--- src/rtl/lcd_pkg.sv ---
// Shared types and constants for the character-LCD sequencer.
package lcd_pkg;

    typedef enum logic [3:0] {
        INIT_WAIT,
        INIT_SETUP,
        INIT_PULSE,
        INIT_GAP,
        CFG_ISSUE,
        CFG_WAIT,
        CLR_DELAY,
        L1_ISSUE,
        L1_WAIT,
        CHAR_ISSUE,
        CHAR_WAIT,
        L2_ISSUE,
        L2_WAIT,
        IDLE
    } lcd_state_e;

    // LCD instruction bytes
    localparam logic [7:0] FUNC_SET   = 8'h28;
    localparam logic [7:0] ENTRY_MODE = 8'h06;
    localparam logic [7:0] DISP_ON    = 8'h0C;
    localparam logic [7:0] CLEAR      = 8'h01;
    localparam logic [7:0] LINE1      = 8'h80;
    localparam logic [7:0] LINE2      = 8'hC0;

    // Power-on nibbles: three wake-ups, then switch to 4-bit mode
    localparam logic [3:0] NIB_WAKE = 4'h3;
    localparam logic [3:0] NIB_4BIT = 4'h2;

    // instr_db field positions
    localparam int DB_RS = 9;
    localparam int DB_RW = 8;

    localparam int         TMR_W       = 20;
    localparam logic [11:0] CLK_CNT_MAX = 12'hFFF;

    function automatic logic [7:0] cfg_cmd(input logic [1:0] idx);
        case (idx)
            2'd0:    return FUNC_SET;
            2'd1:    return ENTRY_MODE;
            2'd2:    return DISP_ON;
            default: return CLEAR;
        endcase
    endfunction

    function automatic logic [3:0] init_nibble(input logic [1:0] idx);
        return (idx == 2'd3) ? NIB_4BIT : NIB_WAKE;
    endfunction

    function automatic logic [9:0] mk_db(input logic rs, input logic [7:0] b);
        logic [9:0] db;
        db        = '0;
        db[DB_RS] = rs;
        db[DB_RW] = 1'b0;
        db[7:0]   = b;
        return db;
    endfunction

    function automatic logic is_wait(input lcd_state_e s);
        return (s == CFG_WAIT) || (s == L1_WAIT) || (s == CHAR_WAIT) || (s == L2_WAIT);
    endfunction

    function automatic logic is_issue(input lcd_state_e s);
        return (s == CFG_ISSUE) || (s == L1_ISSUE) || (s == CHAR_ISSUE) || (s == L2_ISSUE);
    endfunction

    function automatic logic is_init(input lcd_state_e s);
        return (s == INIT_WAIT) || (s == INIT_SETUP) || (s == INIT_PULSE) || (s == INIT_GAP);
    endfunction

endpackage

--- src/rtl/lcd_wait_timer.sv ---
// Loadable down-counter shared by every timed wait; expired while it reads 0.
module lcd_wait_timer
    import lcd_pkg::*;
#(
    parameter logic [TMR_W-1:0] RESET_VAL = '1
) (
    input  logic             clk,
    input  logic             reset,
    input  logic             load_i,
    input  logic [TMR_W-1:0] load_val_i,
    output logic             expired_o
);

    logic [TMR_W-1:0] value_q;

    // Load has priority; otherwise count down and park at zero.
    always_ff @(posedge clk) begin
        if (reset) begin
            value_q <= RESET_VAL;
        end else if (load_i) begin
            value_q <= load_val_i;
        end else if (value_q != '0) begin
            value_q <= value_q - 1'b1;
        end
    end

    assign expired_o = (value_q == '0);

endmodule

--- src/rtl/lcd_sequencer.sv ---
// Character-LCD controller: power-on nibble init, config commands, 2x16 screen write.
module lcd_sequencer
    import lcd_pkg::*;
#(
    parameter int unsigned T_POWERON = 750000,
    parameter int unsigned T_INIT1   = 205000,
    parameter int unsigned T_INIT2   = 5000,
    parameter int unsigned T_INIT3   = 2000,
    parameter int unsigned T_EPULSE  = 12,
    parameter int unsigned T_CLEAR   = 82000
) (
    input  logic        clk,
    input  logic        reset,
    input  logic        refresh_req,
    output logic [4:0]  char_addr,
    input  logic [7:0]  char_data,
    output logic        instr_next,
    output logic [9:0]  instr_db,
    input  logic        instr_done,
    output logic [11:0] clk_cnt,
    output logic        init_active,
    output logic        init_e,
    output logic [3:0]  init_d,
    output logic        ready
);

    // A state lasting N cycles loads N-1 on entry (timer reads N-1..0).
    localparam logic [TMR_W-1:0] L_POWERON = TMR_W'(T_POWERON);
    localparam logic [TMR_W-1:0] L_EPULSE  = TMR_W'(T_EPULSE - 1);
    localparam logic [TMR_W-1:0] L_CLEAR   = TMR_W'(T_CLEAR - 1);
    localparam logic [TMR_W-1:0] G_INIT1   = TMR_W'(T_INIT1);
    localparam logic [TMR_W-1:0] G_INIT2   = TMR_W'(T_INIT2);
    localparam logic [TMR_W-1:0] G_INIT3   = TMR_W'(T_INIT3);

    lcd_state_e       state_q, state_d;
    logic [1:0]       nib_idx_q, nib_idx_d;
    logic [1:0]       cfg_idx_q, cfg_idx_d;
    logic [4:0]       char_addr_q, char_addr_d;
    logic             pending_q, pending_d;
    logic [3:0]       init_d_q, init_d_d;
    logic [9:0]       instr_db_q, instr_db_d;
    logic             init_e_q, init_active_q, instr_next_q, ready_q;
    logic [11:0]      clk_cnt_q;
    logic             tmr_load, tmr_expired;
    logic [TMR_W-1:0] tmr_val, gap_cur;

    lcd_wait_timer #(.RESET_VAL(L_POWERON)) u_timer (
        .clk        (clk),
        .reset      (reset),
        .load_i     (tmr_load),
        .load_val_i (tmr_val),
        .expired_o  (tmr_expired)
    );

    // Gap that follows the nibble currently on init_d.
    always_comb begin
        gap_cur = G_INIT3;
        case (nib_idx_q)
            2'd0:    gap_cur = G_INIT1;
            2'd1:    gap_cur = G_INIT2;
            default: gap_cur = G_INIT3;
        endcase
    end

    // Next-state, timer loads and held-value updates.
    always_comb begin
        state_d     = state_q;
        nib_idx_d   = nib_idx_q;
        cfg_idx_d   = cfg_idx_q;
        char_addr_d = char_addr_q;
        pending_d   = pending_q | (refresh_req & (state_q != IDLE));
        init_d_d    = init_d_q;
        instr_db_d  = instr_db_q;
        tmr_load    = 1'b0;
        tmr_val     = '0;

        case (state_q)
            INIT_WAIT: begin
                if (tmr_expired) begin
                    state_d   = INIT_SETUP;
                    nib_idx_d = 2'd0;
                end
            end
            INIT_SETUP: begin
                state_d  = INIT_PULSE;
                tmr_load = 1'b1;
                tmr_val  = L_EPULSE;
            end
            INIT_PULSE: begin
                // Inter-nibble gaps include the next nibble's setup cycle;
                // the final gap is spent entirely in INIT_GAP.
                if (tmr_expired) begin
                    if (nib_idx_q == 2'd3) begin
                        state_d  = INIT_GAP;
                        tmr_load = 1'b1;
                        tmr_val  = gap_cur - 1'b1;
                    end else if (gap_cur > TMR_W'(1)) begin
                        state_d  = INIT_GAP;
                        tmr_load = 1'b1;
                        tmr_val  = gap_cur - TMR_W'(2);
                    end else begin
                        state_d   = INIT_SETUP;
                        nib_idx_d = nib_idx_q + 2'd1;
                    end
                end
            end
            INIT_GAP: begin
                if (tmr_expired) begin
                    if (nib_idx_q == 2'd3) begin
                        state_d   = CFG_ISSUE;
                        cfg_idx_d = 2'd0;
                    end else begin
                        state_d   = INIT_SETUP;
                        nib_idx_d = nib_idx_q + 2'd1;
                    end
                end
            end
            CFG_ISSUE: state_d = CFG_WAIT;
            CFG_WAIT: begin
                if (instr_done) begin
                    if (cfg_idx_q == 2'd3) begin
                        state_d  = CLR_DELAY;
                        tmr_load = 1'b1;
                        tmr_val  = L_CLEAR;
                    end else begin
                        state_d   = CFG_ISSUE;
                        cfg_idx_d = cfg_idx_q + 2'd1;
                    end
                end
            end
            CLR_DELAY: if (tmr_expired) state_d = L1_ISSUE;
            L1_ISSUE:  state_d = L1_WAIT;
            L1_WAIT: begin
                if (instr_done) begin
                    state_d     = CHAR_ISSUE;
                    char_addr_d = 5'd0;
                end
            end
            CHAR_ISSUE: state_d = CHAR_WAIT;
            CHAR_WAIT: begin
                if (instr_done) begin
                    if (char_addr_q == 5'd15) begin
                        state_d = L2_ISSUE;
                    end else if (char_addr_q == 5'd31) begin
                        // A request seen during the write (or on this very
                        // cycle) turns into one immediate rewrite.
                        if (pending_q || refresh_req) begin
                            state_d   = L1_ISSUE;
                            pending_d = 1'b0;
                        end else begin
                            state_d = IDLE;
                        end
                    end else begin
                        state_d     = CHAR_ISSUE;
                        char_addr_d = char_addr_q + 5'd1;
                    end
                end
            end
            L2_ISSUE: state_d = L2_WAIT;
            L2_WAIT: begin
                if (instr_done) begin
                    state_d     = CHAR_ISSUE;
                    char_addr_d = 5'd16;
                end
            end
            IDLE:    if (refresh_req) state_d = L1_ISSUE;
            default: state_d = INIT_WAIT;
        endcase

        if (state_d == INIT_SETUP) init_d_d = init_nibble(nib_idx_d);

        // Character byte is captured in CHAR_ISSUE and held through CHAR_WAIT.
        if (state_q == CHAR_ISSUE) instr_db_d = mk_db(1'b1, char_data);
        case (state_d)
            CFG_ISSUE: instr_db_d = mk_db(1'b0, cfg_cmd(cfg_idx_d));
            L1_ISSUE:  instr_db_d = mk_db(1'b0, LINE1);
            L2_ISSUE:  instr_db_d = mk_db(1'b0, LINE2);
            default:   ;
        endcase
    end

    // State and registered outputs, all derived from the next state.
    always_ff @(posedge clk) begin
        if (reset) begin
            state_q       <= INIT_WAIT;
            nib_idx_q     <= 2'd0;
            cfg_idx_q     <= 2'd0;
            char_addr_q   <= 5'd0;
            pending_q     <= 1'b0;
            init_d_q      <= 4'd0;
            instr_db_q    <= 10'd0;
            init_e_q      <= 1'b0;
            init_active_q <= 1'b1;
            instr_next_q  <= 1'b0;
            ready_q       <= 1'b0;
            clk_cnt_q     <= 12'd0;
        end else begin
            state_q       <= state_d;
            nib_idx_q     <= nib_idx_d;
            cfg_idx_q     <= cfg_idx_d;
            char_addr_q   <= char_addr_d;
            pending_q     <= pending_d;
            init_d_q      <= init_d_d;
            instr_db_q    <= instr_db_d;
            init_e_q      <= (state_d == INIT_PULSE);
            init_active_q <= is_init(state_d);
            instr_next_q  <= is_issue(state_d);
            ready_q       <= (state_d == IDLE);
            if (is_wait(state_d))
                clk_cnt_q <= (clk_cnt_q == CLK_CNT_MAX) ? clk_cnt_q : clk_cnt_q + 12'd1;
            else
                clk_cnt_q <= 12'd0;
        end
    end

    assign char_addr   = char_addr_q;
    assign instr_next  = instr_next_q;
    assign instr_db    = (state_q == CHAR_ISSUE) ? mk_db(1'b1, char_data) : instr_db_q;
    assign clk_cnt     = clk_cnt_q;
    assign init_active = init_active_q;
    assign init_e      = init_e_q;
    assign init_d      = init_d_q;
    assign ready       = ready_q;

endmodule
--- config.mk ---
export PLATFORM = sky130hd
export DESIGN_NAME = lcd_sequencer
export DESIGN_NICKNAME = d
export VERILOG_FILES = /design/src/rtl/lcd_pkg.sv /design/src/rtl/lcd_wait_timer.sv /design/src/rtl/lcd_sequencer.sv
export SDC_FILE = /design/constraint.sdc
export NUM_CORES = 1
export LEC_CHECK = 0
export ABC_CLOCK_PERIOD_IN_PS = 4200
export CAP_MARGIN = 0
export CORE_ASPECT_RATIO = 1.1
export CORE_MARGIN = 5
export CORE_UTILIZATION = 45
export DETAILED_ROUTE_END_ITERATION = 10
export PLACE_DENSITY = 0.67
export SETUP_SLACK_MARGIN = 0.3
export SYNTH_ARGS = -nofsm -noshare
export SYNTH_HDL_FRONTEND = slang
export SYNTH_HIERARCHICAL = 1
export SYNTH_SLANG_ARGS = --single-unit
--- constraint.sdc ---
create_clock -name clk -period 4.2 [get_ports clk]
set_clock_uncertainty 0.15 [all_clocks]
set_input_delay 0.84 -clock clk [delete_from_list [all_inputs] [get_ports clk]]
set_output_delay 0.84 -clock clk [all_outputs]
set_load 0.02 [all_outputs]
### Yosys cells after proc, flatten, opt, wreduce, memory -nomap -nowiden

Cells that the tools add are included.
W data, S select, Z words.

| storage, ports and cells | value |
|---|---|
| register bits | 64 |
| input bits | 12 |
| output and inout port bits | 35 |
| word-level logic and storage cells | 143 |

| operators by class | value |
|---|---|
| add/subtract/negate cells | 7 |
| $lt $le $gt $ge | 1 |
| eq/ne operators | 40 |
| muxes and demuxes | 58 |
| bitwise logic cells | 3 |
| reductions and logical operators | 21 |

Operators by type and width:

| operator | count |
|---|---|
| $mux W20 | 5 |
| $pmux W20 S3 | 1 |
| $pmux W4 S13 | 1 |
| $eq A4 B4 Y1 const B | 12 |
| $mux W4 | 11 |
| $sub A20 B1 Y20 const B | 2 |
| $pmux W18 S2 | 1 |
| $mux W17 | 2 |
| $pmux W10 S3 | 1 |
| $eq A4 B3 Y1 const B | 7 |
| $mux W2 | 13 |
| $mux W5 | 5 |
| $gt A20 B1 Y1 const B | 1 |
| $logic_not A20 Y1 | 1 |
| $reduce_bool A20 Y1 | 1 |
| $sub A20 B2 Y20 const B | 1 |
| $pmux W6 S3 | 1 |
| $eq A4 B2 Y1 const B | 4 |
| $pmux W5 S3 | 1 |
| $add A12 B1 Y12 const B | 1 |
| $eq A12 B12 Y1 const B | 1 |
| $mux W1 | 11 |
| $logic_or A1 B1 Y1 | 10 |
| $mux W10 | 1 |
| other kinds (22) | 35 |

### Depth between registers and ports, before layout

| depth | value |
|---|---|
| depth in word-level cells | 13 |
| gate-level depth with buffers | 15 |
| gate-level depth less buffers | 13 |

### Cells and area by module

Netlist, hierarchy kept.

By module, submodules not included:

| module | times used | cells each | area an instance (um2) | seq. area each (um2) |
|---|---|---|---|---|
| lcd_sequencer | 1 | 280 | 2484.9 | 840.8 |
| lcd_wait_timer | 1 | 139 | 1148.6 | 400.4 |

### Worst setup path before layout

Ideal clock, no wire load.

| timing | value |
|---|---|
| path kind | register -> register |
| start point | reg u_timer.value_q[11] |
| end point | reg u_timer.value_q[9] |
| setup time | 0.078 ns |
| arrival | 3.195 ns |
| required time | 3.972 ns |
| path slack | 0.777 ns |
| stages on the path, launching flop included | 15 |
| buffers on the path | 5 |
| period minus slack after synthesis | 3.423 ns |
| cells stage by stage | dfxtp_1 or4_1 buf_2 nor4_4 nand2_2 inv_1 clkbuf_1 nand3_1 or2_2 clkbuf_1 nand2_1 clkbuf_1 clkbuf_1 nor3_1 nor3_1 |

| between the ends | value |
|---|---|
| word-level cells in the longest chain between the ends | 4 |
| elaborated cells between the ends (all ways) | 8 |
| those cells by class | 5 x mux; 3 x reduce/logical |

RTL lines:

| element | line | RTL |
|---|---|---|
| from (decl) | lcd_wait_timer.sv:14 | `logic [TMR_W-1:0] value_q;` |
| from (signal assigned) | lcd_wait_timer.sv:21 | `value_q <= load_val_i;` |
| from (signal assigned) | lcd_wait_timer.sv:23 | `value_q <= value_q - 1'b1;` |
| $logic_not A20 Y1 (*) | lcd_wait_timer.sv:27 | `assign expired_o = (value_q == '0);` |
| net tmr_expired | lcd_sequencer.sv:44 | `logic tmr_load, tmr_expired;` |
| $mux W1 (*) | lcd_sequencer.sv:92 | `if (tmr_expired) begin` |
| $pmux W1 S3 (*) | lcd_sequencer.sv:77 | `case (state_q)` |
| net tmr_load | lcd_sequencer.sv:44 |  |
| $mux W20 / $reduce_bool A2 Y1 (equally long branches) | n/a |  |

Mark *: on every way through the listed nets, which the timed path passes. The rest lies on a longest branch.
A chain may end at the register's enable or synchronous reset.

### Worst setup path after layout

| timing | value |
|---|---|
| start point | reg u_timer.value_q[11] |
| end point | reg clk_cnt_q[10] (netlist: clk_cnt[10]) |

| between the ends | value |
|---|---|
| word-level cells in the longest chain between the ends | 9 |
| elaborated cells between the ends (all ways) | 15 |
| those cells by class | 4 x eq/ne; 5 x mux; 1 x bitwise; 5 x reduce/logical |

RTL lines:

| element | line | RTL |
|---|---|---|
| $logic_not A20 Y1 (*) | lcd_wait_timer.sv:27 |  |
| net tmr_expired | lcd_sequencer.sv:44 |  |
| $mux W4, on equally long branches | n/a |  |
| $pmux W4 S13 (*) | lcd_sequencer.sv:77 |  |
| $eq A4 B3 Y1 / $eq A4 B4 Y1 (equally long branches) | lcd_pkg.sv:63 | `return (s == CFG_WAIT) \|\| (s == L1_WAIT) \|\| (s == CHAR_WAIT) \|\| (s == L2_WAIT);` |
| $logic_or A1 B1 Y1 (2 in a row) | lcd_pkg.sv:63 |  |
| $logic_or A1 B1 Y1 (*) | lcd_pkg.sv:63 |  |
| $not A1 Y1 (no source line) (*) | n/a |  |
| $reduce_or A2 Y1 (no source line) (*) | n/a |  |
| to (signal assigned) | lcd_sequencer.sv:210 | `clk_cnt_q <= (clk_cnt_q == CLK_CNT_MAX) ? clk_cnt_q : clk_cnt_q + 12'd1;` |
| to (decl) | lcd_sequencer.sv:43 | `logic [11:0] clk_cnt_q;` |

Marked as above.

==> summary.md <==
| Metric | Value |
|---|---|
| Crit-path max cell delay | 690 ps |
| Tot GR Track Use | 17.8% |
| Post-layout min period | 3540 ps |
| Synth area leader | dfxtp_1 |
| Fin. Hold Viols | 0 |
| Post-route DRC | 0 |
| Net Sw Power | 287 uW |
| Type of origin of the critical path | register |
| Initial antenna violation count | 0 |
| ANT cells | 0 |
| Yosys warns | 6 |
| Chip width | 95.7 um |
| Starting density of the core | 45.9% |
| Final ANT Viol Nets | 0 |
| Clk slew on worst S/H paths | 70 ps |
| Total number of vias | 3138 |
| CTS tree | yes |
| Commonest cells in the netlist | 62 x dfxtp_1, 33 x nor2_1, 31 x nand2_1, 24 x a21oi_1, 20 x nand3_1 |
| Status | complete, no violations |
| DRT Pass-1 Iters | 5 |
| Final net count | 480 |
| Final Cycle Share | 84.4% |
| Crit Reg-Reg Startpoint | u_timer/value_q[11]$_SDFFE_PP0P_ |
| Setup CP Type | register to register |
| Combinational Power Share | 6.5% |
| MaxCap Viol Count | 0 |
| WP data required | 4300 ps |
| Via-per-instance ratio | 5.50 |
| Vias in the first global route | 3065 |
| Max-slew headroom | 30.0% |
| Share of layout cells above drive strength 1 | 13.2% |
| Switching share of power | 23.8% |
| Maximum VDD drop | 0.000166 V |
| Area contributors post-synth | dfxtp_1 34%, nor2_1 3.4%, xor2_1 3.4%, a21oi_1 3.3%, nand2_1 3.2% |
| Htree depth | 3 |
| IO Count | 47 |
| Finished Layout Cells | 571 |
| CTS Buf Count | 9 |
| Die H | 104 um |
| Post-Route WL | 8420 um |
| Final HPWL from detailed placement | 5960 um |
| Resized cells post-CTS | 0 |
| Placed cells | 556 |
| Largest net degree at the start of global routing | 52 |
| Core Region | 7910 um2 |
| First-pass GRT wire length | 14400 um |
| Grt ovf | 0 |
| Worst hold start | instr_db_q[8]$_SDFF_PP0_ |
| Cell Chain, Critical Path | or4_1, nor4_4, nand2_2, inv_1, o21ai_1, a32oi_1, and3_1, nand3_2, mux2_4, nor4_2 |
| Seq cells post-synth | 62 |
| P_int | 917 uW |
| Setup TNS | 0 ps |
| Syn_area_per_cell | 8.67 um2 |
| Worst min path class | register to register |
| Setup violators final | 0 |
| Max Slew Vio Count | 0 |
| Crit. Startpoint | u_timer/value_q[11]$_SDFFE_PP0P_ |
| Count leader, synth | dfxtp_1 |
| Crit path DAT | 3650 ps |
| GP Congestion | 0.846 |
| Clock buffer depth | 2 |
| Clock network fraction of design power | 42.7% |
| CTS Sinks | 62 |
| Maximum clock frequency | 282 MHz |
| 1st-iter DRT viols | 173 |
| Top delay family on crit path | simple AND/OR/NAND/NOR gates |
| Post-DR wirelength/cell | 14.7 um |
| Worst skew pair latency | 340 ps |
| PD cells | 280 nW/um2 |
| Synth Cell Area | 3630 um2 |
| Post-CTS setup buffer count | 0 |
| # rows | 34 |
| Seq pwr share | 50.8% |
| Worst-margin pin slew | 1050 ps |
| Library cells used by synthesis | 78 |
| Top cell type's share of synthesized area | 34.2% |
| Crit path buf inv count | 1 |
| Seq/Total Area, Yosys | 34.2% |
| RSZ-0062 raised after global routing | false |
| Port bufs | 44 |
| Static Leak | 0.00160 uW |
| Post-CTS Hold Buffers | 0 |
| Post-synth EDFFs | 0 |
| CP Max Fanout | 14 |
| Area growth, synth to finish | 18.3% |
| CP max-delay cell | or4_1 |
| Root buf cell | clkbuf_8 |
| CP endpoint kind | register |
| Layout fillers | 754 |
| Most used DFF post-synth | dfxtp_1 |
| Gate Count Post-Synth | 419 |
| Ys async rst share | 0% |
| Die ar. | 9970 um2 |
==> kinds of logic (layout without fill, tap and decap cells) <==
family / after synthesis / after routing / share of synthesized area, %
AOI/OAI and AO/OA: 81 / 81 / 16.4
and+or+nand+nor: 186 / 186 / 30.5
DFF: 62 / 62 / 34.2
buffers and inverters: 43 / 80 / 5.89
adders and majority gates: 9 / 9 / 3.10
xor gates and xnor gates: 23 / 23 / 5.75
other: 1 / 8 / 0.103
muxes: 14 / 14 / 4.10
==> worst register-to-register path, delay by kind of cell (launching register included) <==
kind / cells / cell delay (ps)
AOI/OAI and AO/OA: 2 / 280
buffers and inverters: 1 / 370
DFF: 1 / 350
muxes: 1 / 370
and+or+nand+nor: 6 / 1930
==> final cells by class <==
cell class,count,area (um2),share of cell area [%]
clock inverters,4,47.5,1.11
flip-flops and latches,62,1240,28.9
repair buffers,47,458,10.7
well taps,108,135,3.15
inverters,18,67.6,1.57
clock buffers,11,141,3.29
multi-input cells,321,2200,51.3
==> sequential cells by signal, indices dropped and copies added (netlist names), 2 cells and up <==
name / flops
clk_cnt: 12
cfg_idx_q: 2
init_d: 2
nib_idx_q: 2
instr_db_q: 10
u_timer/value_q: 20
state_q: 4
char_addr: 5
==> through the flow <==
stage / setup slack [ps] / area [um2] / util [%] / power (uW) / hold WS [ps]
final: 656 / 4300 / 54.3 / 1200 / 340
after global routing: 450 / 4300 / 54.3 / 1260 / 357
after CTS: 471 / 4300 / 54.3 / 1220 / 345
after detailed placement: 654 / 4110 / 51.9 / 702 / 335
after global placement: 792 / 4110 / 51.9 / 701 / 320
after floorplan: 777 / 3660 / - / 678 / 307
==> worst paths after layout <==
kind                                                  to  cells past startpoint  slack [ps]
worst max-delay path            clk_cnt[10]$_SDFFE_PP0P_                     10         660
worst min-delay path            instr_db_q[8]$_SDFF_PP0_                      1         340
worst min register to register  instr_db_q[8]$_SDFF_PP0_                      1         340
worst max register to register  clk_cnt[10]$_SDFFE_PP0P_                     10         660
==> power groups by stage <==
stage               logic [uW]  clock network, uW  registers (uW)
global placement          78.3                  0             623
finish                    78.8                514             611
detailed placement        77.1                  0             625
global route              88.8                557             613
floorplan                 56.7                  0             621
CTS                       78.4                532             611
==> metal layers <==
metal / GRT usage [%] / vias to the layer above / share of wire (%)
met5: 0 / - / 0
met4: 8.94 / 0 / 2.6
met3: 3.04 / 18 / 4.9
met2: 27.0 / 79 / 47
met1: 24.0 / 1457 / 45
li1: - / 1584 / -
==> placed cells by master, fill, tap and decap left out, types with 10 or more instances in the layout <==
cell,synthesis,routed
dfxtp_1,62,61
clkdlybuf4s50_1,0,43
nor2_1,33,33
nand2_1,31,31
a21oi_1,24,24
nand3_1,20,20
inv_1,18,18
nor3_1,16,16
xor2_1,14,14
and3_1,11,11
mux2i_1,10,10
clkbuf_8,0,10
Note: power is estimated with default switching activity, not from simulation.
